===== config.mk =====
export PLATFORM = sky130hd
export DESIGN_NAME = instr_split_queue
export DESIGN_NICKNAME = d
export VERILOG_FILES = /design/src/rtl/instr_split_queue_pkg.sv /design/src/rtl/instr_split_queue_field_decode.sv /design/src/rtl/instr_split_queue.sv
export SDC_FILE = /design/constraint.sdc
export NUM_CORES = 1
export LEC_CHECK = 0
export CAP_MARGIN = 20
export CELL_PAD_IN_SITES_DETAIL_PLACEMENT = 1
export CELL_PAD_IN_SITES_GLOBAL_PLACEMENT = 1
export CORE_MARGIN = 2
export CORE_UTILIZATION = 44
export DETAILED_ROUTE_END_ITERATION = 7
export GPL_ROUTABILITY_DRIVEN = 0
export PLACE_DENSITY_LB_ADDON = 0.1
export SLEW_MARGIN = 20
export SYNTH_ARGS = -nofsm -noshare
export SYNTH_HDL_FRONTEND = slang
export SYNTH_SLANG_ARGS = --single-unit
export TNS_END_PERCENT = 100

===== constraint.sdc =====
create_clock -name clk -period 3.19 [get_ports clk]
set_input_delay 0.7975 -clock clk [delete_from_list [all_inputs] [get_ports clk]]
set_output_delay 0.7975 -clock clk [all_outputs]
set_load 0.05 [all_outputs]

===== src/rtl/instr_split_queue_pkg.sv =====
// Shared constants for the instruction split queue and its decode stages:
// MIPS field bit positions, immediate-extension encodings and the R-type opcode.
package instr_split_queue_pkg;

  localparam int OPC_MSB  = 31;
  localparam int OPC_LSB  = 26;
  localparam int RS_MSB   = 25;
  localparam int RS_LSB   = 21;
  localparam int RT_MSB   = 20;
  localparam int RT_LSB   = 16;
  localparam int RD_MSB   = 15;
  localparam int RD_LSB   = 11;
  localparam int SH_MSB   = 10;
  localparam int SH_LSB   = 6;
  localparam int FN_MSB   = 5;
  localparam int FN_LSB   = 0;
  localparam int IMM_MSB  = 15;
  localparam int IMM_LSB  = 0;
  localparam int JIDX_MSB = 25;
  localparam int JIDX_LSB = 0;

  localparam logic [5:0] OPC_RTYPE = 6'h00;

  typedef enum logic [1:0] {
    EXT_ZERO  = 2'd0,
    EXT_SIGN  = 2'd1,
    EXT_UPPER = 2'd2,
    EXT_RSVD  = 2'd3
  } ext_mode_e;

  // The reserved encoding deliberately behaves like zero extension.
  function automatic logic [31:0] extend_imm(input logic [15:0] imm, input logic [1:0] mode);
    case (ext_mode_e'(mode))
      EXT_SIGN:           return {{16{imm[15]}}, imm};
      EXT_UPPER:          return {imm, 16'h0000};
      EXT_ZERO, EXT_RSVD: return {16'h0000, imm};
      default:            return {16'h0000, imm};
    endcase
  endfunction

endpackage


===== src/rtl/instr_split_queue_field_decode.sv =====
// Pure combinational split of a MIPS instruction word into its fields,
// shared with later decode stages.
module instr_field_decode
  import instr_split_queue_pkg::*;
(
  input  logic [31:0] instr,
  input  logic [1:0]  ext_mode,
  output logic [5:0]  opcode,
  output logic [4:0]  rs,
  output logic [4:0]  rt,
  output logic [4:0]  rd,
  output logic [4:0]  shamt,
  output logic [5:0]  funct,
  output logic [15:0] imm16,
  output logic [31:0] imm32,
  output logic [25:0] jidx,
  output logic        is_rtype
);

  assign opcode   = instr[OPC_MSB:OPC_LSB];
  assign rs       = instr[RS_MSB:RS_LSB];
  assign rt       = instr[RT_MSB:RT_LSB];
  assign rd       = instr[RD_MSB:RD_LSB];
  assign shamt    = instr[SH_MSB:SH_LSB];
  assign funct    = instr[FN_MSB:FN_LSB];
  assign imm16    = instr[IMM_MSB:IMM_LSB];
  assign jidx     = instr[JIDX_MSB:JIDX_LSB];
  assign imm32    = extend_imm(imm16, ext_mode);
  assign is_rtype = (opcode == OPC_RTYPE);

endmodule


===== src/rtl/instr_split_queue.sv =====
// Circular instruction queue of {pc, instr} entries whose head is decoded into
// MIPS fields combinationally; flush drops everything on the next edge.
module instr_split_queue
  import instr_split_queue_pkg::*;
#(
  parameter int DEPTH = 4,
  parameter int PC_W  = 32
) (
  input  logic                     clk,
  input  logic                     reset,
  input  logic                     in_valid,
  output logic                     in_ready,
  input  logic [PC_W-1:0]          in_pc,
  input  logic [31:0]              in_instr,
  output logic                     out_valid,
  input  logic                     out_ready,
  input  logic                     flush,
  input  logic [1:0]               ext_mode,
  output logic [PC_W-1:0]          out_pc,
  output logic [5:0]               opcode,
  output logic [4:0]               rs,
  output logic [4:0]               rt,
  output logic [4:0]               rd,
  output logic [4:0]               shamt,
  output logic [5:0]               funct,
  output logic [15:0]              imm16,
  output logic [31:0]              imm32,
  output logic [25:0]              jidx,
  output logic                     is_rtype,
  output logic [$clog2(DEPTH):0]   count
);

  localparam int PTR_W = $clog2(DEPTH);
  localparam int CNT_W = PTR_W + 1;

  logic [PTR_W-1:0] wr_ptr_q, wr_ptr_d;
  logic [PTR_W-1:0] rd_ptr_q, rd_ptr_d;
  logic [CNT_W-1:0] count_q, count_d;

  logic [PC_W-1:0]  pc_mem_q    [DEPTH];
  logic [31:0]      instr_mem_q [DEPTH];

  logic push;
  logic pop;

  assign in_ready  = (count_q != CNT_W'(DEPTH));
  assign out_valid = (count_q != '0);
  assign push      = in_valid && in_ready && !flush;
  assign pop       = out_valid && out_ready && !flush;
  assign count     = count_q;

  // Pointers are exactly PTR_W bits wide, so DEPTH-1 + 1 wraps to 0 on its own.
  always_comb begin
    // NOTE: every signal gets a default before any branch so no latch is inferred.
    wr_ptr_d = wr_ptr_q;
    rd_ptr_d = rd_ptr_q;
    count_d  = count_q;
    if (flush) begin
      wr_ptr_d = '0;
      rd_ptr_d = '0;
      count_d  = '0;
    end else begin
      if (push) wr_ptr_d = wr_ptr_q + PTR_W'(1);
      if (pop)  rd_ptr_d = rd_ptr_q + PTR_W'(1);
      case ({push, pop})
        2'b10:   count_d = count_q + CNT_W'(1);
        2'b01:   count_d = count_q - CNT_W'(1);
        default: count_d = count_q;
      endcase
    end
  end

  always_ff @(posedge clk or posedge reset) begin
    // NOTE: state flops use non-blocking assignment so every flop samples pre-edge values.
    if (reset) begin
      wr_ptr_q <= '0;
      rd_ptr_q <= '0;
      count_q  <= '0;
    end else begin
      wr_ptr_q <= wr_ptr_d;
      rd_ptr_q <= rd_ptr_d;
      count_q  <= count_d;
    end
  end

  // NOTE: the storage array has no reset; occupancy alone decides which entries are live.
  always_ff @(posedge clk) begin
    if (push) begin
      pc_mem_q[wr_ptr_q]    <= in_pc;
      instr_mem_q[wr_ptr_q] <= in_instr;
    end
  end

  logic [5:0]  dec_opcode;
  logic [4:0]  dec_rs, dec_rt, dec_rd, dec_shamt;
  logic [5:0]  dec_funct;
  logic [15:0] dec_imm16;
  logic [31:0] dec_imm32;
  logic [25:0] dec_jidx;
  logic        dec_is_rtype;

  instr_field_decode u_decode (
    .instr    (instr_mem_q[rd_ptr_q]),
    .ext_mode (ext_mode),
    .opcode   (dec_opcode),
    .rs       (dec_rs),
    .rt       (dec_rt),
    .rd       (dec_rd),
    .shamt    (dec_shamt),
    .funct    (dec_funct),
    .imm16    (dec_imm16),
    .imm32    (dec_imm32),
    .jidx     (dec_jidx),
    .is_rtype (dec_is_rtype)
  );

  // An empty queue presents all-zero fields, including is_rtype.
  always_comb begin
    out_pc   = '0;
    opcode   = '0;
    rs       = '0;
    rt       = '0;
    rd       = '0;
    shamt    = '0;
    funct    = '0;
    imm16    = '0;
    imm32    = '0;
    jidx     = '0;
    is_rtype = 1'b0;
    if (out_valid) begin
      out_pc   = pc_mem_q[rd_ptr_q];
      opcode   = dec_opcode;
      rs       = dec_rs;
      rt       = dec_rt;
      rd       = dec_rd;
      shamt    = dec_shamt;
      funct    = dec_funct;
      imm16    = dec_imm16;
      imm32    = dec_imm32;
      jidx     = dec_jidx;
      is_rtype = dec_is_rtype;
    end
  end

endmodule


# Word-level counts from Yosys, hierarchy flattened
# Memory sizes are Yosys's and may differ from the RTL's.
# Index checks and enable logic that the tools add are counted.
[classes]
add_sub_neg = 4
mul = 0
div_mod_pow = 0
order_cmp = 0
eq_ne = 6
n_shift = 0
mux = 20
bitwise_logic = 0
reduce_logical = 12
[ops]
columns = ["cell", "count"]
rows = [
  ["$pmux W32 S3", 1],
  ["$mux W32", 2],
  ["$mux W26", 1],
  ["$mux W5", 4],
  ["$mux W16", 1],
  ["$mux W6", 2],
  ["$mux W2", 4],
  ["$eq A2 B2 Y1 const B", 3],
  ["$logic_not A6 Y1", 1],
  ["$pmux W3 S2", 1],
  ["$reduce_bool A3 Y1", 2],
  ["$add A2 B1 Y2 const B", 2],
  ["$eq A2 B1 Y1 const B", 2],
  ["$logic_and A1 B1 Y1", 4],
  ["$reduce_bool A2 Y1", 2],
  ["$add A3 B1 Y3 const B", 1],
  ["$mux W1", 3],
  ["$mux W3", 1],
  ["$ne A3 B3 Y1 const B", 1],
  ["$sub A3 B1 Y3 const B", 1],
  ["$logic_not A2 Y1", 1],
  ["$reduce_or A2 Y1", 1],
  ["$logic_not A1 Y1", 1],
]
[word_totals]
regBits = 7
latch_bits = 0
mem_bits_rw = 256
romBits = 0
in_bits = 71
output_inout_bits = 144
mem_count = 2
[memory_table]
columns = ["memory", "words", "width", "rd", "rd_clocked_by_memory_dff", "write_ports", "line", "source"]
rows = [
  ["instr_mem_q", 4, 32, 1, 0, 1, "instr_split_queue.sv:41", "logic [31:0] instr_mem_q [DEPTH];"],
  ["pc_mem_q", 4, 32, 1, 0, 1, "instr_split_queue.sv:40", "logic [PC_W-1:0] pc_mem_q [DEPTH];"],
]

# Depth between registers and ports, before layout
[logic_depth]
ltp_word = 6
ltp_mapped = 9

# Hierarchy
# From an unflattened synthesis, not the netlist that was laid out.
[hier_totals]
hier_cells = 675
area_unflattened_um2 = 11771.3
[by_module_without_submodules]
columns = ["module", "n_inst", "cells_each", "area_per_inst_um2", "seq_area_each_um2"]
rows = [
  ["instr_split_queue", 1, 556, 10892.9, 7862.5],
  ["instr_field_decode", 1, 119, 878.3, 0.0],
]

# Worst setup path after synthesis
# OpenSTA, ideal clock, no wires.
[synth_timing]
path_kind = "flip-flop to flip-flop"
from = "register count_q[1], in the netlist count[1]"
to = "memory instr_mem_q[0][0], enable pin"
setup_ps = 429
arrival_ps = 3006
required_ps = 2761
setup_slack_ps = -245
stages_incl_launch_ff = 5
n_path_buf = 0
synth_period_minus_slack_ps = 3435
path_cell_list = "dfrtp_1 or3b_2 nand2_1 nor2_1 and2_1"
[synth_between]
elab_chain_cells = 5
[synth_lines]
columns = ["element", "line", "source"]
rows = [
  ["start: declaration", "instr_split_queue.sv:38", "logic [CNT_W-1:0] count_q, count_d;"],
  ["start signal: assignment", "instr_split_queue.sv:82", "count_q <= count_d;"],
  ["$ne A3 B3 Y1", "instr_split_queue.sv:46", "assign in_ready = (count_q != CNT_W'(DEPTH));"],
  ["via in_ready", "instr_split_queue.sv:12", "output logic in_ready,"],
  ["$logic_and A1 B1 Y1 (2 in a row)", "instr_split_queue.sv:48", "assign push = in_valid && in_ready && !flush;"],
  ["$mux W1", "instr_split_queue.sv:88", "if (push) begin"],
  ["$mux W1 (implied by the code)", "instr_split_queue.sv:90", "instr_mem_q[wr_ptr_q] <= in_instr;"],
  ["end: declaration", "instr_split_queue.sv:41", ""],
]
# The timed path passes the listed nets, and every way through them passes these cells.

# Final worst setup path
[layout_timing]
from = "register rd_ptr_q[0]"
to = "output port is_rtype"
[layout_between]
elab_chain_cells = 3
[layout_lines]
columns = ["element", "line", "source"]
rows = [
  ["start: declaration", "instr_split_queue.sv:37", "logic [PTR_W-1:0] rd_ptr_q, rd_ptr_d;"],
  ["start signal: assignment", "instr_split_queue.sv:81", "rd_ptr_q <= rd_ptr_d;"],
  ["$mem_v2 Z4 W32", "--", ""],
  ["$logic_not A6 Y1", "instr_split_queue_field_decode.sv:29", "assign is_rtype = (opcode == OPC_RTYPE);"],
  ["$mux W1", "instr_split_queue.sv:130", "if (out_valid) begin"],
  ["end: declaration", "instr_split_queue.sv:29", "output logic is_rtype,"],
]
# No other way between the ends.

==> key figures <==
STA
  – Fin. Hold Viols: 0
  – Tcrit/Tclk final: 1.023
  – Rel. slew slack: 0.6682
  – Hold WS: 0.5226 ns
  – Post-layout minimum cycle time: 3.265 ns
  – Max Clk Rate: a little over 300 MHz
  – Setup TNS: -0.3346 ns
  – Worst slew pin tran: 0.4961 ns
  – RSZ-0062 raised after global routing: yes
  – Setup ws final: -0.07488 ns
  – Count of final setup violators: 16
  – Max Transition Viols Final: 0
  – Fin Clk Skew: ~0.0095 ns

Placement
  – Hpwl dp: between 15000 and 20000 µm
  – Post-Place Cell Area: between 10000 and 15000 µm²
  – Placed Cells: around 1000
  – Post-place setup slack: -0.007121 ns
  – PortBufs: 214

Die
  – Starting density of the core: 0.4459
  – IO Pins: 215
  – # rows: 57
  – DIE AREA: approximately 26000 µm²
  – Die W: 160.8 µm
  – Core area: roughly 24000 µm²
  – Die Ht: 160.8 µm

Worst setup path
  – CP arrival: 2.47 ns
  – Crit start category: flip-flop
  – Crit path cell chain: mux4_2 > or4_4 > nor4_4 > buf_12
  – Required time worst endpoint: roughly 2.4 ns
  – R2r setup slk: 0.90 ns
  – CP endpoint kind: primary output
  – Slowest CP cell: or4_4
  – Crit-path max FO: 5
  – CP Class: reg2out
  – Crit-path max cell delay: 0.54 ns

Global routing
  – Global Route Usage Sum: 0.1919
  – Largest net degree at the start of global routing: 42
  – First-pass GRT wire length: 37940 µm
  – Number of global-route vias before repair: between 6000 and 7000
  – GRT overflow: 0
  – Initial antenna violation count: 1

Synthesis
  – Yosys cell types: 34
  – Seq/Total Area, Yosys: 0.7271
  – Fraction of the mapped netlist area in compound gates: 0.01608
  – Adder-Cell Fraction of Synth Area: 0.008794
  – Synth Instances: 558
  – Simple-gate share of the synthesized area: 0.06283
  – Mux contribution to synthesized area: 0.1364
  – Syn Area/Cell: 19.38 µm²
  – #FFs+latches synth: 263
  – Leading area contributor after synthesis: edfxtp_1
  – Post-synth top area share: 0.7109
  – Cell Area, Synth: about 11000 µm²
  – Synth Area in XOR/XNOR: 0.003240
  – Synth area leaders: edfxtp_1 71%, mux4_2 12%, and2_1 3.9%
  – Warnings from Yosys: 0
  – Syn_nets: 636
  – Main combinational cell family by area after synthesis: multiplexers

Clocking
  – CTS tree: yes
  – CTS hold repair buffers: 0
  – CTS sink count: 263
  – Clk Tree Root Cell: clkbuf_16
  – Clock Path Buffers: 3
  – Worst-Skew Late Latency: 0.52 ns
  – Clock-pin slew on the worst setup and hold paths: about 0.060 ns
  – CTS Buf Count: 27
  – Number of H-tree levels: 1

Layout
  – Share of cells above drive strength 1: 0.4254
  – Area Growth Syn to Fin: 39.74%
  – Final Non-Filler Cells: 1129
  – Post-Layout Inst Area: 15110 µm²
  – Nets: about 860

Route
  – Routed WL per cell: approximately 22 µm
  – Antenna-violating nets left: 0
  – Drt via density: 5.110
  – Number of detailed-route iterations in the first pass: 5
  – Total Wirelength: 25300 µm
  – # DRC: 0
  – DRT iter0 DRCs: 299
  – Vias: about 5800

Power and ir drop
  – Max IR drop VDD: around 0.45 mV
  – Sw frac: 0.3257
  – Static leakage: 5.393 nW
  – NetSw: 3.676 mW
  – Clock power share: 0.275
  – Internal: 7.608 mW
  – PwrDens: around 750 nW/µm²
  – Part of the power in combinational logic: 0.372
  – Sequential power share: 0.353

Outcome
  – Failing checks: setup timing
  – Status: finished with violations

Run
  – Total of max-cap violations: 0

Worst hold path
  – Hold WC Path Type: in2async
==> layer usage <==
layer	track usage	vias to the layer above	routed length, µm
met5	0	-	0
met4	0.04221	0	311
met3	0.04287	23	1653
met2	0.3409	214	13090
met1	0.2428	2949	10240
li1	-	2583	-
==> what timing repair did <==
action / CTS / global route
pin swaps: 3 / 2
setup buffers: 6 / 24
endpoints found under the setup margin: 96 / 85
gates resized for setup: 43 / 39
gates cloned: 2 / 2
==> Yosys cell counts <==
cell,number
edfxtp_1,256
buf_6,1
mux4_2,58
nand3_1,3
nor3_1,2
nor4_1,1
xor2_1,2
a21o_1,15
a21oi_1,3
o221ai_1,1
nand3b_1,1
dfrtp_1,7
mux4_1,6
or3_1,1
a31oi_1,1
fa_1,1
ha_1,6
mux2_2,1
or3b_2,1
o21ai_0,3
o311ai_0,1
or4_1,1
buf_4,48
nor4_2,1
and2_1,68
buf_2,6
inv_1,8
and3_1,1
nand2_1,7
clkbuf_1,16
nor2_1,11
nor2b_1,17
o21bai_1,1
xnor2_1,2
==> layout by cell type, fill, tap and decap left out, types with 2 or more instances in the layout <==
| cell type | n |
|---|---|
| buf_4 | 91 |
| nor2b_1 | 3 |
| nand3_1 | 3 |
| mux4_2 | 64 |
| clkinv_1 | 4 |
| clkdlybuf4s50_1 | 74 |
| dfrtp_1 | 4 |
| buf_6 | 15 |
| a21o_1 | 15 |
| nor2_1 | 11 |
| clkbuf_16 | 29 |
| clkbuf_1 | 10 |
| xnor2_1 | 2 |
| and2_4 | 24 |
| ha_1 | 6 |
| bufinv_16 | 3 |
| nand2_1 | 7 |
| and2_1 | 42 |
| clkbuf_8 | 4 |
| and2_2 | 2 |
| xor2_1 | 2 |
| inv_1 | 7 |
| edfxtp_1 | 256 |
| nor2b_2 | 12 |
| nor2b_4 | 2 |
| dfrtp_4 | 2 |
| a21oi_1 | 3 |
| and3_4 | 2 |
| buf_12 | 82 |
| o21ai_0 | 3 |
==> path summary, 6_finish.rpt <==
check	from	end	cells past startpoint
min in group clk	wr_ptr_q[1]$_DFFE_PP0P_	wr_ptr_q[1]$_DFFE_PP0P_	2
max reg2reg	count[0]$_DFFE_PP0P_	count[2]$_DFFE_PP0P_	8
min reg2reg	wr_ptr_q[1]$_DFFE_PP0P_	wr_ptr_q[1]$_DFFE_PP0P_	2
max	rd_ptr_q[0]$_DFFE_PP0P_	is_rtype	4
max in group asynchronous	reset	rd_ptr_q[0]$_DFFE_PP0P_	2
min	reset	count[2]$_DFFE_PP0P_	2
==> stage by stage <==
step / util / power [mW]
final: 0.6231 / 11.28
after detailed placement: 0.5670 / 7.917
after global routing: 0.6230 / 11.66
after global placement: 0.5670 / 7.862
after floorplan: - / 6.471
after CTS: 0.6105 / 11.18
==> power by group through the flow <==
stage | clock network (mW) | registers (mW) | logic, mW
floorplan | 0 | 4.05 | 2.42
global placement | 0 | 4.04 | 3.82
detailed placement | 0 | 4.05 | 3.86
CTS | 3.18 | 3.98 | 4.03
global route | 3.30 | 4.00 | 4.36
finish | 3.11 | 3.98 | 4.20
==> logic make-up (layout without fill, tap and decap cells) <==
| group | after synthesis | in the layout |
|---|---|---|
| flops | 263 | 263 |
| simple gates | 115 | 116 |
| buf+inv | 79 | 324 |
| mux | 65 | 65 |
| compound gates | 25 | 25 |
| fa+ha+maj | 7 | 7 |
| xor+xnor | 4 | 4 |
| other cells | 0 | 1 |
==> worst max-delay path: cells and delay by family, from the launching register on <==
| family | cells | cell delay (ns) |
|---|---|---|
| buf+inv | 1 | 0.18 |
| flops | 1 | 0.47 |
| mux | 1 | 0.52 |
| simple gates | 2 | 0.77 |
==> cell type report <==
type	instances	area, µm²
diodes	1	2.502
well taps	324	405.4
inverters	8	32.53
fillers	2087	9139
multi-input cells	217	2584
clock buffers	41	768.2
flip-flops and latches	263	7871
clock inverters	8	110.1
repair buffers	267	3336
==> flip-flops by register name, indices dropped and copies added (netlist names) <==
name         cells
wr_ptr_q         2
rd_ptr_q         2
count            3
instr_mem_q    128
pc_mem_q       128
(Power assumes the default switching activity.)
